`config.mk`:
```
export PLATFORM = sky130hd
export DESIGN_NAME = quad_paddle_decoder
export DESIGN_NICKNAME = d
export VERILOG_FILES = /design/src/rtl/quad_paddle_decoder.sv
export SDC_FILE = /design/constraint.sdc
export NUM_CORES = 1
export LEC_CHECK = 0
export CAP_MARGIN = 20
export CORE_ASPECT_RATIO = 0.5
export CORE_MARGIN = 4
export CORE_UTILIZATION = 57
export CTS_CLUSTER_SIZE = 16
export DETAILED_ROUTE_END_ITERATION = 10
export DONT_BUFFER_PORTS = 1
export MAX_ROUTING_LAYER = met4
export PLACE_DENSITY = 0.75
export SLEW_MARGIN = 40
export SYNTH_ARGS = -nofsm -noshare
export SYNTH_HDL_FRONTEND = slang
export SYNTH_SLANG_ARGS = --single-unit
```
`constraint.sdc`:
```
create_clock -name clk -period 1.8 [get_ports clk]
set_clock_uncertainty 0.05 [all_clocks]
set_input_delay 0.45 -clock clk [delete_from_list [all_inputs] [get_ports clk]]
set_output_delay 0.45 -clock clk [all_outputs]
set_load 0.02 [all_outputs]
```
`src/rtl/quad_paddle_decoder.sv`:
```
`default_nettype none
// ============================================================================
//  Module   : quad_paddle_decoder
//  Purpose  : Turns the raw quadrature channels of the paddle encoder into a
//             filtered, saturating paddle position. Both channels are
//             synchronised and glitch-filtered, Gray-code steps are decoded
//             (with optional double-step acceleration), illegal two-bit
//             transitions raise a sticky error, and a frame-stable copy of
//             the position is latched on the frame strobe.
//  Ports    : clk              system clock
//             resetn           asynchronous active-low reset
//             quad_a, quad_b   raw encoder channels (asynchronous to clk)
//             frame_strobe     one-cycle pulse per video frame
//             err_clr          clears quad_err
//             paddle_pos       live position
//             paddle_pos_frame position latched on frame_strobe
//             step_valid       one-cycle pulse per legal step
//             step_dir         direction of last legal step (1 = increment)
//             quad_err         sticky illegal-transition flag
//  Revision : 1.0  initial release
// ============================================================================
module quad_paddle_decoder #(
  parameter int FILTER_LEN  = 4,
  parameter int POS_WIDTH   = 9,
  parameter int POS_MAX     = 511,
  parameter int POS_RESET   = 0,
  parameter int FAST_WINDOW = 0
) (
  input  logic                 clk,
  input  logic                 resetn,
  input  logic                 quad_a,
  input  logic                 quad_b,
  input  logic                 frame_strobe,
  input  logic                 err_clr,
  output logic [POS_WIDTH-1:0] paddle_pos,
  output logic [POS_WIDTH-1:0] paddle_pos_frame,
  output logic                 step_valid,
  output logic                 step_dir,
  output logic                 quad_err
);

  localparam int C_CNT_W = 4;
  localparam int C_IVL_W = 10;
  localparam int C_EXT_W = POS_WIDTH + 1;

  localparam logic [C_CNT_W-1:0]   C_FLT_LEN   = C_CNT_W'(FILTER_LEN);
  localparam logic [C_IVL_W-1:0]   C_FAST_WIN  = C_IVL_W'(FAST_WINDOW);
  localparam bit                   C_ACCEL_EN  = (FAST_WINDOW > 0);
  localparam logic [C_EXT_W-1:0]   C_POS_MAX_X = C_EXT_W'(POS_MAX);
  localparam logic [POS_WIDTH-1:0] C_POS_MAX   = POS_WIDTH'(POS_MAX);
  localparam logic [POS_WIDTH-1:0] C_POS_RESET = POS_WIDTH'(POS_RESET);

  typedef enum logic [0:0] {
    ST_INIT = 1'b0,
    ST_RUN  = 1'b1
  } state_e;

  // Channel pairs are kept as {a, b}: bit 1 = a, bit 0 = b.
  state_e               state_q, state_d;
  logic [1:0]           sync1_q, sync2_q;
  logic [1:0]           pair_last_q;
  logic [C_CNT_W-1:0]   stab_cnt_q, stab_cnt_d, stab_inc;
  logic                 load_init;
  logic [1:0]           filt_q, filt_d;
  logic [1:0]           prev_q, prev_d;
  logic [C_IVL_W-1:0]   ivl_q, ivl_d;
  logic [POS_WIDTH-1:0] pos_q, pos_d, pos_frame_q;
  logic                 step_valid_q, step_dir_q, err_q;

  logic [1:0]           changed;
  logic                 decode, legal, illegal, dir, fast;
  logic [POS_WIDTH-1:0] step_sz, diff, pos_step;
  logic [C_EXT_W-1:0]   sum_ext;

  // --------------------------------------------------------------------------
  // Two-flop synchronisers
  // --------------------------------------------------------------------------
  always_ff @(posedge clk or negedge resetn) begin
    if (!resetn) begin
      sync1_q     <= '0;
      sync2_q     <= '0;
      pair_last_q <= '0;
    end else begin
      sync1_q     <= {quad_a, quad_b};
      sync2_q     <= sync1_q;
      pair_last_q <= sync2_q;
    end
  end

  // --------------------------------------------------------------------------
  // FSM: INIT waits for the synchronised pair to be stable for FILTER_LEN
  // cycles before seeding the filter and previous state, so the encoder's
  // resting position at power-up never produces a step or an error.
  // --------------------------------------------------------------------------
  always_ff @(posedge clk or negedge resetn) begin
    if (!resetn) begin
      state_q    <= ST_INIT;
      stab_cnt_q <= '0;
    end else begin
      state_q    <= state_d;
      stab_cnt_q <= stab_cnt_d;
    end
  end

  assign stab_inc = stab_cnt_q + C_CNT_W'(1);

  always_comb begin
    state_d    = state_q;
    stab_cnt_d = stab_cnt_q;
    load_init  = 1'b0;
    case (state_q)
      ST_INIT: begin
        if (sync2_q != pair_last_q) begin
          stab_cnt_d = '0;
        end else if (stab_inc == C_FLT_LEN) begin
          stab_cnt_d = '0;
          load_init  = 1'b1;
          state_d    = ST_RUN;
        end else begin
          stab_cnt_d = stab_inc;
        end
      end
      ST_RUN: begin
        stab_cnt_d = '0;
      end
      default: begin
        state_d    = ST_INIT;
        stab_cnt_d = '0;
      end
    endcase
  end

  // --------------------------------------------------------------------------
  // Per-channel glitch filter: the filtered bit only follows sync2 after it
  // has disagreed for FILTER_LEN consecutive cycles.
  // --------------------------------------------------------------------------
  for (genvar gi = 0; gi < 2; gi++) begin : g_chan
    logic [C_CNT_W-1:0] cnt_q, cnt_d, cnt_inc;
    logic               filt_nxt;

    assign cnt_inc = cnt_q + C_CNT_W'(1);

    always_comb begin
      cnt_d    = cnt_q;
      filt_nxt = filt_q[gi];
      if (state_q == ST_INIT) begin
        cnt_d = '0;
        if (load_init) begin
          filt_nxt = sync2_q[gi];
        end
      end else if (sync2_q[gi] == filt_q[gi]) begin
        cnt_d = '0;
      end else if (cnt_inc == C_FLT_LEN) begin
        filt_nxt = sync2_q[gi];
        cnt_d    = '0;
      end else begin
        cnt_d = cnt_inc;
      end
    end

    always_ff @(posedge clk or negedge resetn) begin
      if (!resetn) begin
        cnt_q <= '0;
      end else begin
        cnt_q <= cnt_d;
      end
    end

    assign filt_d[gi] = filt_nxt;
  end

  // --------------------------------------------------------------------------
  // Decode, acceleration and saturating position arithmetic
  // --------------------------------------------------------------------------
  always_comb begin
    changed = filt_q ^ prev_q;
    decode  = (state_q == ST_RUN) && (changed != 2'b00);
    legal   = decode && (changed != 2'b11);
    illegal = decode && (changed == 2'b11);
    // Forward Gray order 00->01->11->10->00 always has prev_a XOR new_b = 1.
    dir     = prev_q[1] ^ filt_q[0];

    fast    = C_ACCEL_EN && (dir == step_dir_q) && (ivl_q < C_FAST_WIN);
    step_sz = fast ? POS_WIDTH'(2) : POS_WIDTH'(1);

    // Increment is done one bit wider so overflow past the top is visible.
    sum_ext = {1'b0, pos_q} + {1'b0, step_sz};
    diff    = pos_q - step_sz;

    if (dir) begin
      pos_step = (sum_ext > C_POS_MAX_X) ? C_POS_MAX : sum_ext[POS_WIDTH-1:0];
    end else begin
      pos_step = (pos_q < step_sz) ? '0 : diff;
    end

    pos_d = pos_q;
    if (legal) begin
      pos_d = pos_step;
    end

    prev_d = prev_q;
    if (load_init) begin
      prev_d = sync2_q;
    end else if (decode) begin
      prev_d = filt_q;
    end

    ivl_d = ivl_q;
    if (legal) begin
      ivl_d = '0;
    end else if (ivl_q < C_FAST_WIN) begin
      ivl_d = ivl_q + C_IVL_W'(1);
    end
  end

  always_ff @(posedge clk or negedge resetn) begin
    if (!resetn) begin
      filt_q       <= '0;
      prev_q       <= '0;
      ivl_q        <= '0;
      pos_q        <= C_POS_RESET;
      pos_frame_q  <= C_POS_RESET;
      step_valid_q <= 1'b0;
      step_dir_q   <= 1'b0;
      err_q        <= 1'b0;
    end else begin
      filt_q       <= filt_d;
      prev_q       <= prev_d;
      ivl_q        <= ivl_d;
      pos_q        <= pos_d;
      step_valid_q <= legal;
      // Frame copy takes the position as it stood before this cycle's step.
      if (frame_strobe) begin
        pos_frame_q <= pos_q;
      end
      if (legal) begin
        step_dir_q <= dir;
      end
      // A new illegal transition beats a coincident clear.
      if (illegal) begin
        err_q <= 1'b1;
      end else if (err_clr) begin
        err_q <= 1'b0;
      end
    end
  end

  assign paddle_pos       = pos_q;
  assign paddle_pos_frame = pos_frame_q;
  assign step_valid       = step_valid_q;
  assign step_dir         = step_dir_q;
  assign quad_err         = err_q;

endmodule
`default_nettype wire

```
Yosys cells after proc, flatten, opt, wreduce, memory -nomap -nowiden. Index checks and enable logic that the tools add are counted.

Add/sub/neg operators: 5. Multiply operators: 0. Divide/modulo/power cells: 0. Order comparisons: 2. Eq/ne operators: 12. Shifts and indexed selects: 0. Mux-type cells: 28. Bitwise operators: 3. Reduce and logical (&&, ||, !) cells: 9.

Operators by type and width (number): $mux W4 (8); $mux W9 (3); $mux W1 (14); $add A4 B1 Y4 const B (3); $eq A4 B3 Y1 const B (3); $add A9 B1 Y10 const B (1); $gt A10 B9 Y1 const B (1); $lt A9 B1 Y1 const B (1); $sub A9 B1 Y9 const B (1); $pmux W4 S2 (1); $reduce_bool A2 Y1 (4); $ne A2 B2 Y1 const B (3); $reduce_and A3 Y1 (2); $mux W2 (2); $ne A2 B1 Y1 const B (2); $logic_and A1 B1 Y1 (3); $eq A1 B1 Y1 (2); $eq A2 B2 Y1 const B (1); $ne A2 B2 Y1 (1); $xor A2 B2 Y2 (1); $not A1 Y1 (1); $xor A1 B1 Y1 (1).

Flip-flop bits (word level): 44. Latch bits: 0. Memory bits (writable): 0. Bits in read-only memories: 0. Input port bits: 6. Output and inout port bits: 21. Logic and storage cells: 74. Memories: 0.

Longest topological paths before layout. Gate-level depths: netlist of run 1.

Depth in word-level cells: 7. Gate-level depth with buffers: 6. Depth with buffers taken out: 6.

Least setup slack after synthesis of run 1. OpenSTA, ideal clock, no wires.

Path kind: reg2reg. From: register pos_q[6], in the netlist paddle_pos[6]. To: register pos_q[6], in the netlist paddle_pos[6]. Setup time: 0.126 ns. Arrival: 1.875 ns. Required time: 1.624 ns. Slack: -0.251 ns. Cell stages (with the launch flop): 6. Buffers on the path: 1. Clock period less this slack: 2.051 ns. Cells stage by stage: dfrtp_1 buf_6 or4_4 o31ai_4 o211ai_2 a221o_1.

Longest elaborated chain between the ends: 4. Elaborated cells between the ends (all ways): 7. Classes of those cells: add/sub (2); order compare (2); mux (3).

Ends and longest elaborated chain: start, declared (RTL line 67) `logic [POS_WIDTH-1:0] pos_q, pos_d, pos_frame_q;`; start signal, assigned (RTL line 230) `pos_q <= pos_d;`; $add A9 B1 Y10 (RTL line 187) `sum_ext = {1'b0, pos_q} + {1'b0, step_sz};`; $gt A10 B9 Y1 (RTL line 191) `pos_step = (sum_ext > C_POS_MAX_X) ? C_POS_MAX : sum_ext[POS_WIDTH-1:0];`; $mux W9 (RTL line 191); $mux W9 * (RTL line 190) `if (dir) begin`.

Mark *: on every way between the ends. The rest lies on a longest branch, timed or not. A chain may end at the register's enable or synchronous reset.

Worst setup path after layout of run 1.
From: register pos_q[1], in the netlist paddle_pos[1]. To: register pos_q[6], in the netlist paddle_pos[6].

The elaborated chain is that of the path after synthesis.

==> results.toml, run 1 <==
[yosys]
synth-seq-cells = 44
syn_area_mm2 = 0.00255
synth-xor-area-share_pct = 8.28
synthTopCellsByArea = "dfrtp_1 (43%), mux2_2 (4.8%), ha_1 (3.9%), xor2_1 (3.1%), a21oi_1 (2.2%)"
syn-num-nets = 253
async_reset_ff_share_pct = 100
yosys_warnings = 0
synthFlopType = "dfrtp_1"
ys_top_cells_by_count = "dfrtp_1 (44), nand2_1 (12), a21oi_1 (11), mux2_2 (11), nor3_1 (10)"
yosysSeqAreaShare_pct = 43.1
synth_adder_area_share_pct = 3.92
syn_avg_cell_area_um2 = 10.7
synth_top_family_by_area = "compound AO/OA/AOI/OAI gates"
synth_compound_area_share_pct = 18.9
netlist-cell-type-count = 64
synth_edf_count = 0
synth-simple-area-share_pct = 16.4
yosysMostFrequentCell = "dfrtp_1"
yosysTopAreaCell = "dfrtp_1"
muxShareOfSynthArea_pct = 5.73
synthCells = 239
synthDominantCellAreaShare_pct = 43.1

[cts]
clockBufferDepth = 2
cts_tree = "done"
cts_buffers = 5
clk_latency_ns = 0.29
root_buffer = "clkbuf_8"
cts.sinks = 44
htreeDepth = 2
clkTransAtPathRegs_ns = 0.08

[timing]
hold_slack_ns = 0.128
fin_ws_ns = -0.111
tightest_slew_ns = 0.397
report.final.hold_viol_count = 0
tns_ns = -0.485
max_freq_ghz = 0.523
setup_viol = 9
post-route-period-util_pct = 106
fin_crit_ns = 1.91
grt_setup_unrepaired = "yes"
slew_violations = 0
slew_headroom_pct = 73.3

[floorplanning]
die_y_um = 55.3
row_count = 16
io_pins = 27
die_w_um = 103
start_util_pct = 62.3
coreArea_mm2 = 0.00410
dieArea_mm2 = 0.00568

[outcome]
status = "complete, but fails checks"
violations = "setup timing"

[routing]
drc_errors = 0
drt-met1-wl_um = 2450
detail-route-antenna-nets = 0
dr.pass1.iters = 4
wl_met2_um = 2560
vias = 1988
wl_per_cell_um = 16.9
drt_wl_total_um = 5430
drt_iter0_markers = 110
via_per_inst = 6.19
routed.top_layer = "met4"
met3_wirelength_um = 358

[critical_path]
required_ns = 1.93
arrival_ns = 2.04
slowest_delay_ns = 0.56
reg2reg_to = "paddle_pos[6]$_DFFE_PN0P_"
worstPathCellList = "or4_4 > o31ai_4 > nor4_2 > a221o_1"
r2r-start = "paddle_pos[1]$_DFFE_PN0P_"
r2r_slack_ns = -0.11
cp_slowest_cell = "or4_4"
criticalPathCategory = "reg2reg"
end_kind = "register"
critPathLaunchType = "register"
path_max_fanout = 4
reg2reg_depth = 4

[power]
leakage_nw = 1.33
vdd_drop_max_uv = 427
powerDensity_mw_per_mm2 = 567
p_total_mw = 1.69

[layout]
fin_util_pct = 72.8
area_delta_synth_final_pct = 16.9
antenna_cells = 0
fillCellCount = 278
final_nets = 281
layout-drive-gt1-share_pct = 29.2

[placed_design]
portBuffers = 0
post-dp-hpwl_um = 3950
gp_congestion = 0.903

[grt]
grt_pass1_vias = 1865
grt_overflow = 0
antenna_found_initial = 0
grt_pass1_wl_um = 9110
grt_max_degree = 45
track_usage_pct = 20.6

[worst_hold_path]
hp-start = "quad_a"
holdPathEnd = "sync1_q[1]$_DFF_PN0_"
hold_path_depth = 0
min_path_type = "in2reg"

[job]
max-cap-violations = 0
-- metal layers --
layer	vias to the layer above	global-route usage, %
met4	0	5.05
met3	8	5.03
li1	947	-
met5	-	-
met2	73	32.5
met1	960	26.9
-- per-stage QoR --
step	setup WS (ns)	std cells	area (um2)
after global routing	-0.152	321	2990
after CTS	-0.118	319	2940
after global placement	-0.0775	310	2810
final	-0.111	321	2990
after detailed placement	-0.117	310	2810
after floorplan	-0.224	239	2580
-- layout by cell type (no fill, tap or decap), types with 6 or more instances in the layout --
cell     netlist  layout
a21oi_1       11      11
xor2_1         9       9
dfrtp_1       44      41
nor2_1         6       6
mux2_2        11      10
inv_1          7       7
nor2b_1        6       6
nand3_1        8       8
a31oi_1        8       8
buf_4          0      33
nor3_1        10       8
ha_1           8       7
nand2_1       12      12
-- logic make-up after synthesis --
logic type	Yosys count
compound gates	64
xor+xnor	16
buf+inv	22
flops	44
fa+ha+maj	8
mux	13
simple gates	72
-- state kept, by name (all words and copies together) (netlist names) --
| register | count |
|---|---|
| paddle_pos | 9 |
| stab_cnt_q | 4 |
| sync2_q | 2 |
| step_dir | 1 |
| paddle_pos_frame | 9 |
| filt_q | 2 |
| prev_q | 2 |
| step_valid | 1 |
| pair_last_q | 2 |
| state_q | 1 |
| quad_err | 1 |
| sync1_q | 2 |
| g_chan.cnt_q | 8 |
-- worst max path at each step --
stage                               from  cells after the start  slack (ns)                   endpoint
5_1_grt        paddle_pos[1]$_DFFE_PN0P_                      4       -0.15  paddle_pos[6]$_DFFE_PN0P_
4_1_cts        paddle_pos[5]$_DFFE_PN0P_                      4       -0.12  paddle_pos[6]$_DFFE_PN0P_
6_report       paddle_pos[1]$_DFFE_PN0P_                      4       -0.11  paddle_pos[6]$_DFFE_PN0P_
3_3_place_gp   paddle_pos[5]$_DFFE_PN0P_                      4       -0.08  paddle_pos[6]$_DFFE_PN0P_
2_1_floorplan  paddle_pos[5]$_DFFE_PN0P_                      5       -0.22  paddle_pos[6]$_DFFE_PN0P_
3_5_place_dp   paddle_pos[0]$_DFFE_PN0P_                      6       -0.12  paddle_pos[6]$_DFFE_PN0P_
-- cell type report --
type / count / area [um2] / share of cell area, %
clock inverters: 1 / 5.00 / 0.168
flip-flops and latches: 44 / 1100 / 37.0
repair buffers: 35 / 285 / 9.55
clock buffers: 6 / 72.6 / 2.43
multi-input cells: 173 / 1420 / 47.6
well taps: 54 / 67.6 / 2.26
inverters: 8 / 30.0 / 1.01
-- critical path: cells and delay by family (launching register included) --
kind / cells / cell delay (ns)
AOI/OAI and AO/OA: 2 / 0.65
and+or+nand+nor: 2 / 0.68
DFF: 1 / 0.41
-- report_power, final --
group | switching (mW) | total [mW] | internal, mW
sequential | 0.00742 | 1.01 | 0.999
clock | 0.329 | 0.594 | 0.265
combinational | 0.0565 | 0.0946 | 0.0380
total | 0.393 | 1.69 | 1.30
-- timing repair --
action                                  in CTS  in global routing
endpoints found under the setup margin       8                 13
pin swaps                                    2                  4
cloned                                       0                  0
setup buffers                                0                  2
hold endpoints to repair                    44                  0
resized for setup                            3                  8
hold buffers                                 2                  0
(Power assumes the default switching activity.)
==> run 2, diff against run 1 <==
--- a/config.mk
+++ b/config.mk
@@ -8,12 +8,11 @@
 export CAP_MARGIN = 20
 export CORE_ASPECT_RATIO = 0.5
 export CORE_MARGIN = 4
-export CORE_UTILIZATION = 57
+export CORE_UTILIZATION = 45
 export CTS_CLUSTER_SIZE = 16
 export DETAILED_ROUTE_END_ITERATION = 10
 export DONT_BUFFER_PORTS = 1
 export MAX_ROUTING_LAYER = met4
-export PLACE_DENSITY = 0.75
 export SLEW_MARGIN = 40
 export SYNTH_ARGS = -nofsm -noshare
 export SYNTH_HDL_FRONTEND = slang
==> results.toml, run 2 (synthesized netlist as in run 1, its figures left out) <==
[timing]
grt_setup_unrepaired = "yes"
post-route-period-util_pct = 106
slew_violations = 0
slew_headroom_pct = 76.8
max_freq_ghz = 0.524
tightest_slew_ns = 0.345
fin_crit_ns = 1.91
setup_viol = 8
report.final.hold_viol_count = 0
fin_ws_ns = -0.107

[grt]
grt_pass1_wl_um = 9610
grt_overflow = 0
antenna_found_initial = 0
grt_pass1_vias = 2010
track_usage_pct = 18.3
grt_max_degree = 45

[critical_path]
reg2reg_to = "paddle_pos[4]$_DFFE_PN0P_"
path_max_fanout = 5
cp_slowest_cell = "or4_4"
reg2reg_depth = 4
critPathBufInv = 0
criticalPathCategory = "reg2reg"
arrival_ns = 2.03
end_kind = "register"
slowest_delay_ns = 0.58
r2r-start = "paddle_pos[5]$_DFFE_PN0P_"
critPathLaunchType = "register"
cpLargestDelayFamily = "simple AND/OR/NAND/NOR gates"
required_ns = 1.92
r2r_slack_ns = -0.11
worstPathCellList = "or4_4 > o31ai_4 > nor4_2 > a211o_1"

[routing]
routed.top_layer = "met4"
wl_per_cell_um = 16.9
vias = 2045
drc_errors = 0
drt-met1-wl_um = 2630
drt_iter0_markers = 85
wl_met2_um = 2840
detail-route-antenna-nets = 0
drt_wl_total_um = 5850
met3_wirelength_um = 273
via_per_inst = 5.91
dr.pass1.iters = 4

[worst_hold_path]
hp-start = "quad_a"
hold_path_depth = 0
holdPathEnd = "sync1_q[1]$_DFF_PN0_"
min_path_type = "in2reg"

[cts]
htreeDepth = 2
clkTransAtPathRegs_ns = 0.06
clk_latency_ns = 0.29
cts_tree = "done"
cts_buffers = 5
root_buffer = "clkbuf_16"
cts.sinks = 44
clockBufferDepth = 2

[placed_design]
gp_congestion = 0.894
portBuffers = 0
post-dp-hpwl_um = 4170
dp.cells = 334

[floorplanning]
io_pins = 27
die_w_um = 115
dieArea_mm2 = 0.00702
die_y_um = 61.3
start_util_pct = 46.5
coreArea_mm2 = 0.00549
row_count = 19

[layout]
antenna_cells = 0
fin_util_pct = 56.6
layout-drive-gt1-share_pct = 30.4
final_cells = 346
layout_common_cells = "dfrtp_1 (42), buf_4 (38), nand2_1 (12), a21oi_1 (11), mux2_2 (10)"
mostFrequentLayoutCell = "dfrtp_1"
fillCellCount = 483
final_nets = 286
area_delta_synth_final_pct = 21.7

[job]
max-cap-violations = 0

[outcome]
violations = "setup timing"
status = "complete, but fails checks"

[power]
powerDensity_mw_per_mm2 = 653
leakage_nw = 1.38
vdd_drop_max_uv = 417
## run 2: cell types whose count changed in the layout (fill, tap and decap cells not counted), moves of 2 or more
cell       previous run  this run
buf_4                33        38
mux2_1                0         2
clkbuf_8              5         1
clkbuf_16             0         5
mux2_4                3         1
## run 2: timing repair
action	in CTS	in global routing
hold buffers	2	0
hold endpoints to repair	44	0
pin swaps	7	2
buffers inserted	2	0
resized for setup	4	7
endpoints found under the setup margin	8	13
## run 2: cell type report
class / count / area [um2] / area share [%]
sequential: 44 / 1100 / 35.5
inverter: 8 / 30.0 / 0.965
multi-input combinational: 173 / 1420 / 45.5
timing repair buffer: 40 / 323 / 10.4
clock buffer: 8 / 146 / 4.71
tap: 73 / 91.3 / 2.94
## run 2: worst max path at each step
stage | startpoint | endpoint | cells past startpoint
3_5_place_dp | paddle_pos[1]$_DFFE_PN0P_ | paddle_pos[6]$_DFFE_PN0P_ | 6
4_1_cts | paddle_pos[1]$_DFFE_PN0P_ | paddle_pos[4]$_DFFE_PN0P_ | 4
2_1_floorplan | paddle_pos[5]$_DFFE_PN0P_ | paddle_pos[6]$_DFFE_PN0P_ | 5
6_report | paddle_pos[5]$_DFFE_PN0P_ | paddle_pos[4]$_DFFE_PN0P_ | 4
5_1_grt | paddle_pos[5]$_DFFE_PN0P_ | paddle_pos[6]$_DFFE_PN0P_ | 4
3_3_place_gp | paddle_pos[1]$_DFFE_PN0P_ | paddle_pos[6]$_DFFE_PN0P_ | 6
## run 2: per-layer routing
metal,up-vias,track usage (%)
li1,961,-
met4,0,6.09
met1,1027,22.2
met3,14,5.00
met5,-,-
met2,43,30.3
## run 2: where the power goes
part	leakage, nW	switching, mW	internal, mW	total [mW]
clock	0.0712	0.373	0.554	0.927
sequential	0.597	0.00682	1.00	1.01
combinational	0.715	0.0576	0.0387	0.0964
## run 2: per-stage QoR
step / hold slack, ns / power, mW / setup slack [ns] / cell area [um2] / setup TNS, ns
6_report: 0.137 / 2.03 / -0.107 / 3110 / -0.417
5_1_grt: 0.126 / 2.11 / -0.173 / 3110 / -0.976
4_1_cts: 0.130 / 2.05 / -0.101 / 3090 / -0.366
3_5_place_dp: 0.105 / 1.09 / -0.130 / 2870 / -0.447
3_3_place_gp: 0.105 / 1.09 / -0.0848 / 2870 / -0.233
2_1_floorplan: 0.104 / 1.07 / -0.224 / 2580 / -1.05
==> run 3, diff against run 2 <==
--- a/config.mk
+++ b/config.mk
@@ -13,6 +13,7 @@
 export DETAILED_ROUTE_END_ITERATION = 10
 export DONT_BUFFER_PORTS = 1
 export MAX_ROUTING_LAYER = met4
+export PLACE_DENSITY = 0.59
 export SLEW_MARGIN = 40
 export SYNTH_ARGS = -nofsm -noshare
 export SYNTH_HDL_FRONTEND = slang
==> results.toml, run 3 (synthesized netlist as in run 1, its figures left out) <==
[outcome]
status = "complete, but fails checks"
violations = "setup timing"

[layout]
antenna_cells = 0
multi_input_area_mm2 = 0.00147
mostFrequentLayoutCell = "dfrtp_1"
fillCellCount = 436
final_nets = 286
layout_common_cells = "dfrtp_1 (41), buf_4 (37), nand2_1 (12), a21oi_1 (11), mux2_2 (10)"
ff_latch_area_mm2 = 0.00110
area_delta_synth_final_pct = 24.3
layout-drive-gt1-share_pct = 33.5
final_cells = 345

[cts]
cts.sinks = 44
cts_tree = "done"
cts_buffers = 5
htreeDepth = 2
clockBufferDepth = 2
root_buffer = "clkbuf_16"
clk_latency_ns = 0.29
clkTransAtPathRegs_ns = 0.06

[power]
leakage_nw = 1.39
powerDensity_mw_per_mm2 = 648
p_total_mw = 2.06
vdd_drop_max_uv = 469

[floorplanning]
row_count = 19
io_pins = 27
die_w_um = 115
coreArea_mm2 = 0.00549
dieArea_mm2 = 0.00702
start_util_pct = 46.5
die_y_um = 61.3

[timing]
fin_crit_ns = 1.95
post-route-period-util_pct = 109
grt_setup_unrepaired = "yes"
fin_ws_ns = -0.155
tightest_slew_ns = 0.369
max_freq_ghz = 0.512
slew_headroom_pct = 75.3
slew_violations = 0
setup_viol = 9
report.final.hold_viol_count = 0

[worst_hold_path]
hp-start = "quad_a"
min_path_type = "in2reg"

[grt]
antenna_found_initial = 0
grt_pass1_wl_um = 10100
track_usage_pct = 19.0
grt_max_degree = 45
grt_overflow = 0
grt_pass1_vias = 2005

[critical_path]
crit_start = "paddle_pos[0]$_DFFE_PN0P_"
end_kind = "register"
r2r-start = "paddle_pos[0]$_DFFE_PN0P_"
critPathBufInv = 0
path_max_fanout = 4
cpLargestDelayFamily = "compound AO/OA/AOI/OAI gates"
cp_slowest_cell = "or4_4"
critPathLaunchType = "register"
worstPathCellList = "or4_4 > o31ai_4 > o211ai_2 > a221o_1"
arrival_ns = 2.08
criticalPathCategory = "reg2reg"
slowest_delay_ns = 0.59
required_ns = 1.92

[routing]
vias = 2048
detail-route-antenna-nets = 0
via_per_inst = 5.94
dr.pass1.iters = 6
drt_wl_total_um = 6160
drt_iter0_markers = 131
wl_per_cell_um = 17.8
drc_errors = 0

[job]
max-cap-violations = 0

[placed_design]
post-dp-hpwl_um = 4320
portBuffers = 0
gp_congestion = 0.857
dp.cells = 333
run 3: final cells by class:
cell class | instances | area share [%]
flip-flops and latches | 44 | 34.8
well taps | 73 | 2.88
repair buffers | 40 | 10.3
clock buffers | 7 | 4.81
multi-input cells | 173 | 46.3
inverters | 8 | 0.945
run 3: what timing repair did:
item                                    in CTS  in global routing
endpoints found under the setup margin       9                 12
setup buffers                                1                  2
hold buffers                                 2                  0
pin swaps                                    2                  6
endpoints found under the hold margin       44                  0
resized for setup                            7                 16
run 3: report_power, final:
group | leakage (nW) | internal (mW) | total (mW) | switching [mW]
clock network | 0.0760 | 0.583 | 0.952 | 0.370
registers | 0.595 | 1.00 | 1.01 | 0.00677
logic | 0.718 | 0.0399 | 0.0981 | 0.0582
run 3: routing by layer:
layer	GRT usage (%)	up-vias	share of wire (%)
li1	-	956	-
met2	31.0	67	49
met1	23.4	1007	43
met5	-	-	0
met4	5.75	0	2.0
met3	5.30	18	5.9
run 3: through the flow:
stage	setup WS (ns)	hold slack (ns)	TNS, ns	util [%]	area [um2]
floorplan	-0.224	0.104	-1.05	-	2580
global placement	-0.0693	0.105	-0.174	52.2	2870
detailed placement	-0.118	0.105	-0.466	52.2	2870
CTS	-0.0913	0.135	-0.398	56.2	3090
global route	-0.201	0.128	-0.989	57.8	3180
finish	-0.155	0.138	-0.562	57.8	3180
run 3: path summary, 6_finish.rpt:
kind                                             endpoint  slack (ns)  cells past startpoint
worst max-delay path            paddle_pos[6]$_DFFE_PN0P_       -0.15                      4
worst min-delay path                 sync1_q[1]$_DFF_PN0_        0.14                      0
worst max register to register  paddle_pos[6]$_DFFE_PN0P_       -0.15                      4
worst min register to register       sync2_q[0]$_DFF_PN0_        0.30                      0
max in group asynchronous           prev_q[1]$_DFFE_PN0P_        0.85                      2
min in group asynchronous       paddle_pos[2]$_DFFE_PN0P_        0.62                      2
